## config.mk

```make
export PLATFORM = sky130hd
export DESIGN_NAME = msx_slot_expander
export DESIGN_NICKNAME = d
export VERILOG_FILES = /design/src/rtl/msx_slot_expander.sv
export SDC_FILE = /design/constraint.sdc
export NUM_CORES = 1
export LEC_CHECK = 0
export ABC_AREA = 1
export BUFFER_PORTS_ARGS = -buffer_cell sky130_fd_sc_hd__buf_2
export CAP_MARGIN = 20
export CELL_PAD_IN_SITES_DETAIL_PLACEMENT = 0
export CELL_PAD_IN_SITES_GLOBAL_PLACEMENT = 1
export CORE_MARGIN = 8
export CORE_UTILIZATION = 39
export CTS_CLUSTER_DIAMETER = 200
export DETAILED_ROUTE_END_ITERATION = 7
export GPL_ROUTABILITY_DRIVEN = 1
export PLACE_DENSITY_LB_ADDON = 0.12
export RECOVER_POWER = 100
export SETUP_SLACK_MARGIN = 0.2
export SYNTH_ARGS = -nofsm -noshare
export SYNTH_HDL_FRONTEND = slang
export SYNTH_SLANG_ARGS = --single-unit
```

## constraint.sdc

```tcl
create_clock -name clk -period 3.62 [get_ports clk]
set_clock_uncertainty 0.1 [all_clocks]
set_input_delay 0.362 -clock clk [delete_from_list [all_inputs] [get_ports clk]]
set_output_delay 0.362 -clock clk [all_outputs]
set_load 0.02 [all_outputs]
```

## src/rtl/msx_slot_expander.sv

```systemverilog
`default_nettype none
// ---------------------------------------------------------------------------
// msx_slot_expander : primary/secondary slot decode plus MSX2 RAM mapper regs
// Revision 1.0
// ---------------------------------------------------------------------------
module msx_slot_expander #(
  parameter logic [3:0] EXPANDED        = 4'b1000,
  parameter int         MAPPER_SEG_BITS = 3,
  parameter int         MAPPER_SLOT     = 3,
  parameter int         MAPPER_SUBSLOT  = 0,
  parameter bit         MAPPER_READBACK = 1'b1
) (
  input  logic                        clk,
  input  logic                        reset,
  input  logic [15:0]                 addr,
  input  logic [7:0]                  d_from_cpu,
  input  logic                        mreq_n,
  input  logic                        iorq_n,
  input  logic                        rd_n,
  input  logic                        wr_n,
  input  logic                        m1_n,
  input  logic                        rfrsh_n,
  input  logic [7:0]                  primary,
  output logic [3:0]                  SLTSL_n,
  output logic [15:0]                 SUBSLT_n,
  output logic [MAPPER_SEG_BITS+13:0] mapper_addr,
  output logic                        mapper_cs_n,
  output logic [7:0]                  d_to_cpu,
  output logic                        d_oe
);

  localparam int         SB       = MAPPER_SEG_BITS;
  localparam logic [1:0] MAP_SLOT = 2'(MAPPER_SLOT);
  localparam logic [3:0] MAP_IDX  = 4'(MAPPER_SLOT * 4 + MAPPER_SUBSLOT);

  logic [1:0]    page, ps, sub;
  logic          mem, at_ffff, slot_exp, io_hit, wr_edge;
  logic [7:0]    io_rd;
  logic [7:0]    subreg_q [4];
  logic [7:0]    subreg_d [4];
  logic [SB-1:0] seg_q [4];
  logic [SB-1:0] seg_d [4];
  logic          wr_n_q, wr_n_d;
  logic          armed_q, armed_d;

  always_comb begin
    page     = addr[15:14];
    ps       = primary[{page, 1'b0} +: 2];
    mem      = ~mreq_n & rfrsh_n;
    at_ffff  = (addr == 16'hFFFF);
    slot_exp = EXPANDED[ps];
    sub      = subreg_q[ps][{page, 1'b0} +: 2];
    io_hit   = ~iorq_n & m1_n & (addr[7:2] == 6'b111111);
    // armed_q blocks a strobe already low when reset releases from counting as an edge
    wr_edge  = wr_n_q & armed_q & ~wr_n;
  end

  always_comb begin
    SLTSL_n  = 4'hF;
    SUBSLT_n = 16'hFFFF;
    if (mem) SLTSL_n[ps] = 1'b0;
    if (mem & slot_exp & ~at_ffff) SUBSLT_n[{ps, sub}] = 1'b0;
    mapper_cs_n = EXPANDED[MAP_SLOT] ? SUBSLT_n[MAP_IDX] : SLTSL_n[MAP_SLOT];
  end

  assign mapper_addr = {seg_q[page], addr[13:0]};

  always_comb begin
    d_to_cpu         = 8'hFF;
    d_oe             = 1'b0;
    io_rd            = 8'hFF;
    io_rd[SB-1:0]    = seg_q[addr[1:0]];
    if (mem & ~rd_n & at_ffff & slot_exp) begin
      d_to_cpu = ~subreg_q[ps];
      d_oe     = 1'b1;
    end else if (MAPPER_READBACK && io_hit && !rd_n) begin
      d_to_cpu = io_rd;
      d_oe     = 1'b1;
    end
  end

  always_comb begin
    wr_n_d   = wr_n;
    armed_d  = armed_q | wr_n;
    subreg_d = subreg_q;
    seg_d    = seg_q;
    if (wr_edge & mem & at_ffff & slot_exp) subreg_d[ps] = d_from_cpu;
    if (wr_edge & io_hit & rfrsh_n) seg_d[addr[1:0]] = d_from_cpu[SB-1:0];
  end

  always_ff @(posedge clk or posedge reset) begin
    if (reset) begin
      wr_n_q  <= 1'b1;
      armed_q <= 1'b0;
      for (int i = 0; i < 4; i++) begin
        subreg_q[i] <= 8'h00;
        seg_q[i]    <= SB'(3 - i);
      end
    end else begin
      wr_n_q   <= wr_n_d;
      armed_q  <= armed_d;
      subreg_q <= subreg_d;
      seg_q    <= seg_d;
    end
  end

endmodule
`default_nettype wire
```

Word level (Yosys, flattened, before mapping)
Index checks and enable logic that the tools add are counted.
{ "word_totals": {"ff_bits": 46, "latch_bits": 0, "mem_bits_rw": 0, "rom_bits": 0, "input_bits": 40, "out_inout_bits": 47, "memories": 0} }
{ "op_classes": {"add_sub_neg": 0, "n_mul": 0, "div_mod_pow": 0, "n_lt_le_gt_ge": 9, "eq_ne": 2, "shifts": 2, "mux": 27, "n_bitwise": 27, "reduce_logical": 6} }
{ "op_table": {"columns": ["cell", "n"], "rows": [
  ["$bwmux 32", 1],
  ["$mux 8", 4],
  ["$mux 3", 6],
  ["$bmux 8 s2", 1],
  ["$demux 8 s2", 1],
  ["$eq 16x16->1 const B", 1],
  ["$mux 16", 1],
  ["$not 16->16", 1],
  ["$shiftx 8x4->2", 2],
  ["$and 1x1->1", 15],
  ["$bmux 3 s2", 2],
  ["$bwmux 12", 1],
  ["$ge 3x3->1 const B", 3],
  ["$not 2->3", 3],
  ["$not 8->8", 1],
  ["$demux 3 s2", 1],
  ["$eq 6x6->1 const B", 1],
  ["$lt 3x1->1 const B", 2],
  ["$logic_and 1x1->1", 5],
  ["$lt 4x5->1 const B", 1],
  ["$mux 1", 5],
  ["$not 1->1", 5],
  ["$demux 1 s4", 1],
  ["$ge 4x1->1 const B", 1],
  ["other kinds (8)", 8]
]} }

Logic depth before layout (Yosys ltp)
Gate-level depths: netlist (run 1).
{ "logic_depth": {"depth_word": 12, "ltp_mapped": 13, "mapped_depth_nobuf": 12} }

Worst setup path before layout (run 1)
Ideal clock, no wire load.
{ "synth_timing": {"path_kind": "in2out", "start": "in addr[14]", "end": "out d_to_cpu[0]", "t_arrival_ns": 1.834, "slack_ns": 1.324, "cell_stages": 9, "path_buffers": 2, "cell_sequence": "buf_4 nand2_1 nand3_2 nand2_2 nor2_2 nand2_1 nor3_2 buf_4 o21ai_0"} }
{ "synth_between": {"elab_chain_cells": 7, "elab_cells_between_ends": 12, "cone_classes": "eq/ne (1); shift (1); mux (6); bitwise (4)"} }
{ "synth_lines": {"columns": ["item", "line", "text"], "rows": [
  ["start, declared", "15", "input logic [15:0] addr,"],
  ["$shiftx 8x4->2", "48", "ps = primary[{page, 1'b0} +: 2];"],
  ["$not 2->3 (implied by the code)", "74", "d_to_cpu = ~subreg_q[ps];"],
  ["$bmux 8 s2", "74", null],
  ["$mux 8 (implied by the code) (2 in series)", "74", null],
  ["$not 8->8", "74", null],
  ["$mux 8 (*)", "73", "if (mem & ~rd_n & at_ffff & slot_exp) begin"],
  ["end, declared", "28", "output logic [7:0] d_to_cpu,"]
]} }
Every way passes the cells marked *; elsewhere a longest branch is shown, timed or not. The select of a mux whose other input is x is not followed.

Worst setup path in the final report (run 1)
{ "layout_timing": {"start": "in addr[15]", "end": "out d_to_cpu[1]"} }
Same word-level chain as after synthesis.

==> impl_metrics.toml, run 1 <==
[layout]
fillers = 790
multi_input_area_mm2 = 0.00119
final-seq-area_mm2 = 0.00116
nNetsFinal = 453
area_growth_pct = 8.98
drive_above_1_share_pct = 17.6
antenna_cells = 0

[sta]
tns_ns = 0
rsz0062_at_grt = "false"
setup_viol = 0
slew_violations = 0
fin_hold_ws_ns = 0.00249
fmax_mhz = 328
relSlewSlack_pct = 33.2
tightest_slew_ns = 1.00
hold_viol = 0
post-route-period-util_pct = 84.1
fin_crit_ns = 3.04

[synth]
synth_area_leaders = "dfrtp_1 (37%), nand2_1 (13%), nand3_1 (12%)"
synth_seq_cells = 46
async_flop_share_pct = 100
syn_area_mm2 = 0.00279
synth_largest_area_cell = "dfrtp_1"
yosysUniqueCellTypes = 26
ys_top_cells_by_count = "nand2_1 (97), nand3_1 (66), dfrtp_1 (41)"
synth_area_per_cell_um2 = 7.37
synth_most_common_cell = "nand2_1"
seq_area_frac_synth_pct = 41.6
synth_top_area_share_pct = 36.8
ys_warn_count = 0
synth_flop_cell = "dfrtp_1"
synthCells = 378
synth_edf_count = 0

[die]
core-area_mm2 = 0.00710
die_x_um = 101
die_area_mm2 = 0.0101
die_y_um = 101
initial_utilization_pct = 39.2
placementRows = 31
io-pin-count = 87

[power_and_ir_drop]
internal-power_uw = 708
clockPowerShare_pct = 32.0
ir_drop_mv = 0.159
seqPwrFrac_pct = 50.0
share_comb_of_total_power_pct = 18.1
p_leak_uw = 0.00148
p_switching_uw = 324
p_per_area_mw_per_mm2 = 340
p_sw_share_pct = 31.4

[clock_network]
htree_levels = 2
clockRootBuffer = "clkbuf_8"
numCtsBuffers = 5
clk_pin_slew_worst_paths_ns = 0.09
cts_hold_buf = 0
clk_latency_ns = 0.31
cts_max_path_buffers = 2
clock-sinks = 46
cts_setup_buffers = 0
tritoncts = "yes"
cts_resized = 0

[setup_path]
crit_type = "input port to output port"
r2r_start = "wr_n_q$_DFF_PP1_"
cp.required_ns = 3.16
crit_arrival_ns = 2.58
path_max_fanout = 23
r2r_slack_ns = 1.82
crit_start = "addr[15]"
reg2reg_depth = 6
cp-start-kind = "input port"
regToRegEndpoint = "subreg_q[5]$_DFFE_PP0P_"
cp-end-kind = "output port"
crit_end = "d_to_cpu[1]"

[grt]
grt_max_degree = 24
track_usage_pct = 14.7
first_global_vias = 2295
overflow = 0
antenna_found_initial = 0
grt_pass1_wl_um = 11700

[status]
status = "finished, final reports clean"

[detailed_routing]
vias_per_cell = 4.72
drt_iter0_markers = 171
ant_nets = 0
vias = 2422
wl_per_cell_um = 14.3
routed_wl_um = 7350
drc_errors = 0
dr.pass1.iters = 4

[place]
place_congestion = 0.832
hpwl_um = 5940
numPortBuffers = 74

[worst_hold_path]
worstHoldPathType = "input port to asynchronous set/reset pin"

[job]
max_cap_viol_count = 0
==> power groups by stage <==
| stage | logic (uW) | clock network, uW | registers [uW] |
|---|---|---|---|
| detailed placement | 192 | 0 | 526 |
| global route | 212 | 365 | 516 |
| global placement | 192 | 0 | 526 |
| finish | 187 | 330 | 516 |
| floorplan | 152 | 0 | 526 |
| CTS | 193 | 342 | 516 |
==> critical path: stages <==
cell      delay [ns]
buf_2           0.18
inv_1           0.30
nand3_2         0.35
nand2_2         0.44
nor2_1          0.11
nand2_1         0.13
nor3_2          0.04
buf_4           0.16
o21ai_0         0.24
clkbuf_1        0.26
==> flip-flops by register name, indices dropped and copies added, names as in the netlist <==
| name | cells |
|---|---|
| subreg_q | 32 |
| seg_q | 12 |
| wr_n_q | 1 |
| armed_q | 1 |
==> worst min-delay path by stage <==
stage | slack, ns | depth (start not counted) | endpoint | from
2_1_floorplan | 0.27 | 0 | wr_n_q$_DFF_PP1_ | wr_n
3_3_place_gp | 0.26 | 0 | subreg_q[19]$_DFFE_PP0P_ | subreg_q[19]$_DFFE_PP0P_
3_5_place_dp | 0.26 | 0 | subreg_q[19]$_DFFE_PP0P_ | subreg_q[19]$_DFFE_PP0P_
4_1_cts | 0.03 | 2 | subreg_q[6]$_DFFE_PP0P_ | reset
5_1_grt | 0.04 | 1 | wr_n_q$_DFF_PP1_ | wr_n
6_report | 0.002 | 2 | subreg_q[6]$_DFFE_PP0P_ | reset
==> metrics by stage <==
step	instances	worst slack [ns]	util (%)	instance area, um^2	total power [uW]
floorplan	389	1.32	-	2830	678
global route	513	0.308	42.8	3040	1090
CTS	513	0.706	43.6	3090	1050
finish	513	0.575	42.8	3040	1030
global placement	505	0.797	42.3	3000	718
detailed placement	505	0.714	42.3	3000	718
==> cells in the final DEF (no fill, tap or decap), drive strengths merged, types with 10 or more instances in the layout <==
master   n
nor2    16
nand3   68
buf     44
nand3b  10
clkbuf  41
conb    12
o21ai   29
nand2   98
inv     31
dfrtp   41
==> kinds of logic after synthesis <==
family | share of synthesized area, %
flops | 41.6
simple gates | 33.6
compound gates | 7.77
other cells | 0.135
buf+inv | 16.9
==> cell type report <==
type                            instances  area share, %
Multi-Input combinational cell        251           39.2
Clock buffer                            5           2.27
Clock inverter                          3          0.742
Sequential cell                        46           38.1
Timing Repair Buffer                   80           12.0
Inverter                               29           3.59
Tap cell                               99           4.08
==> layer usage <==
layer / share of wire, % / GRT usage, %
met1: 49 / 21.1
met2: 43 / 21.2
met3: 6.2 / 3.66
met4: 1.3 / 4.30
met5: 0 / 0
(Power assumes the default switching activity.)
==> run 2: changes to the inputs <==
CORE_UTILIZATION = 33   (was 39)
clock period = 2.5 ns   (was 3.62 ns; I/O delays follow)
==> run 2 against run 1 <==
Against the previous run:
- power rose by 46%
- worst setup slack got worse by 0.24 ns
- cell count rose by 2.3%
- flip-flop and latch count did not move
- register-to-register slack got worse by 1.2 ns
==> impl_metrics.toml, run 2 (synthesis results as in run 1) <==
[status]
status = "finished, final reports clean"

[worst_hold_path]
hp-start = "d_from_cpu[4]"
hold_end = "subreg_q[4]$_DFFE_PP0P_"
hold_depth = 3
worstHoldPathType = "input port to flip-flop"

[clock_network]
clk_latency_ns = 0.30
clock-sinks = 46
clockRootBuffer = "clkbuf_8"
cts_max_path_buffers = 2
tritoncts = "yes"
htree_levels = 2
numCtsBuffers = 5
cts_setup_buffers = 0
clk_pin_slew_worst_paths_ns = 0.09

[place]
place_congestion = 0.828
dp_slack_ns = 0.228
hpwl_um = 6320
numPortBuffers = 74

[detailed_routing]
drt_iter0_markers = 121
dr.pass1.iters = 4
drc_errors = 0
ant_nets = 0
routed_wl_um = 7960
wl_per_cell_um = 15.2
vias = 2419
vias_per_cell = 4.61

[layout]
layout_commonest_cell = "nand2_1"
top_register = "subreg_q"
drive_above_1_share_pct = 19.0
area_growth_pct = 12.0
fillers = 920
reg_top3 = "subreg_q x32, seg_q x12"
antenna_cells = 0
largest_reg_flops = 32
nNetsFinal = 459
layout_common_cells = "nand2_1 (97), nand3_1 (66), buf_2 (47)"

[grt]
overflow = 0
grt_max_degree = 47
first_global_vias = 2410
antenna_found_initial = 0
grt_pass1_wl_um = 12500
track_usage_pct = 13.7

[die]
initial_utilization_pct = 33.9
die_area_mm2 = 0.0116
die_y_um = 108
io-pin-count = 87
core-area_mm2 = 0.00822
die_x_um = 108
placementRows = 33

[sta]
relSlewSlack_pct = 25.2
rsz0062_at_grt = "true"
post-route-period-util_pct = 86.7
setup_viol = 0
tightest_slew_ns = 1.12
hold_viol = 0
fmax_mhz = 462
slew_violations = 0
fin_crit_ns = 2.17
tns_ns = 0
setup_slack_ns = 0.333

[setup_path]
cp.required_ns = 2.15
cp-end-kind = "output port"
reg2reg_depth = 5
crit_arrival_ns = 1.82
crit_type = "input port to output port"
cp-start-kind = "input port"
regToRegEndpoint = "seg_q[6]$_DFFE_PP0P_"
r2r_start = "wr_n_q$_DFF_PP1_"
r2r_slack_ns = 0.67
path_max_fanout = 11

[power_and_ir_drop]
p_leak_uw = 0.00151
ir_drop_mv = 0.226
p_per_area_mw_per_mm2 = 482

[job]
max_cap_viol_count = 0
run 2: metal layers:
metal | global-route usage [%] | vias to the layer above | share of wire, %
met5 | 0 | - | 0
met4 | 3.37 | 0 | 1.8
met3 | 2.75 | 11 | 6.7
met2 | 22.1 | 69 | 46
met1 | 18.3 | 1084 | 45
li1 | - | 1255 | -
run 2: what timing repair did:
action                     4_1_cts  5_1_grt
setup endpoints to repair        0        8
hold buffers                     1        0
hold endpoints to repair         1        0
gates resized for setup          0       14
run 2: where the power goes:
| part | internal, uW | switching, uW |
|---|---|---|
| combinational | 93.7 | 205 |
| clock | 198 | 260 |
| sequential | 746 | 0.989 |
| total | 1040 | 466 |
run 2: stage by stage:
| step | cell area [um^2] | hold WS, ns | total power [uW] | util (%) | cells |
|---|---|---|---|---|---|
| after detailed placement | 3050 | 0.260 | 1060 | 37.1 | 516 |
| after global routing | 3120 | 0.0668 | 1590 | 38.0 | 525 |
| final | 3120 | 0.0780 | 1500 | 38.0 | 525 |
| after global placement | 3050 | 0.256 | 1060 | 37.1 | 516 |
| after floorplan | 2830 | 0.154 | 981 | - | 389 |
| after CTS | 3140 | 0.00655 | 1530 | 38.3 | 525 |
run 2: worst max path at each step:
stage / start / slack [ns] / to
floorplan: addr[14] / 0.43 / d_to_cpu[0]
global placement: addr[14] / 0.25 / SUBSLT_n[12]
detailed placement: addr[14] / 0.23 / SUBSLT_n[12]
CTS: addr[14] / 0.22 / SUBSLT_n[12]
global route: addr[14] / 0.10 / d_to_cpu[1]
finish: addr[14] / 0.33 / d_to_cpu[0]
run 2: critical path: stages:
cell	delay, ns
buf_2	0.14
inv_4	0.11
nand2_1	0.10
nand3_4	0.11
nand2_4	0.07
nor2_1	0.12
nand2_1	0.11
nor3_1	0.20
buf_6	0.18
nand3_1	0.09
o21ai_0	0.11
buf_2	0.21
run 2: area by class of cell:
type	instances	area (um^2)	share of cell area [%]
Tap cell	105	131	4.21
Clock buffer	6	72.6	2.33
Clock inverter	2	13.8	0.441
Multi-Input combinational cell	251	1180	37.7
Timing Repair Buffer	86	449	14.4
Inverter	29	119	3.81
Sequential cell	46	1160	37.1
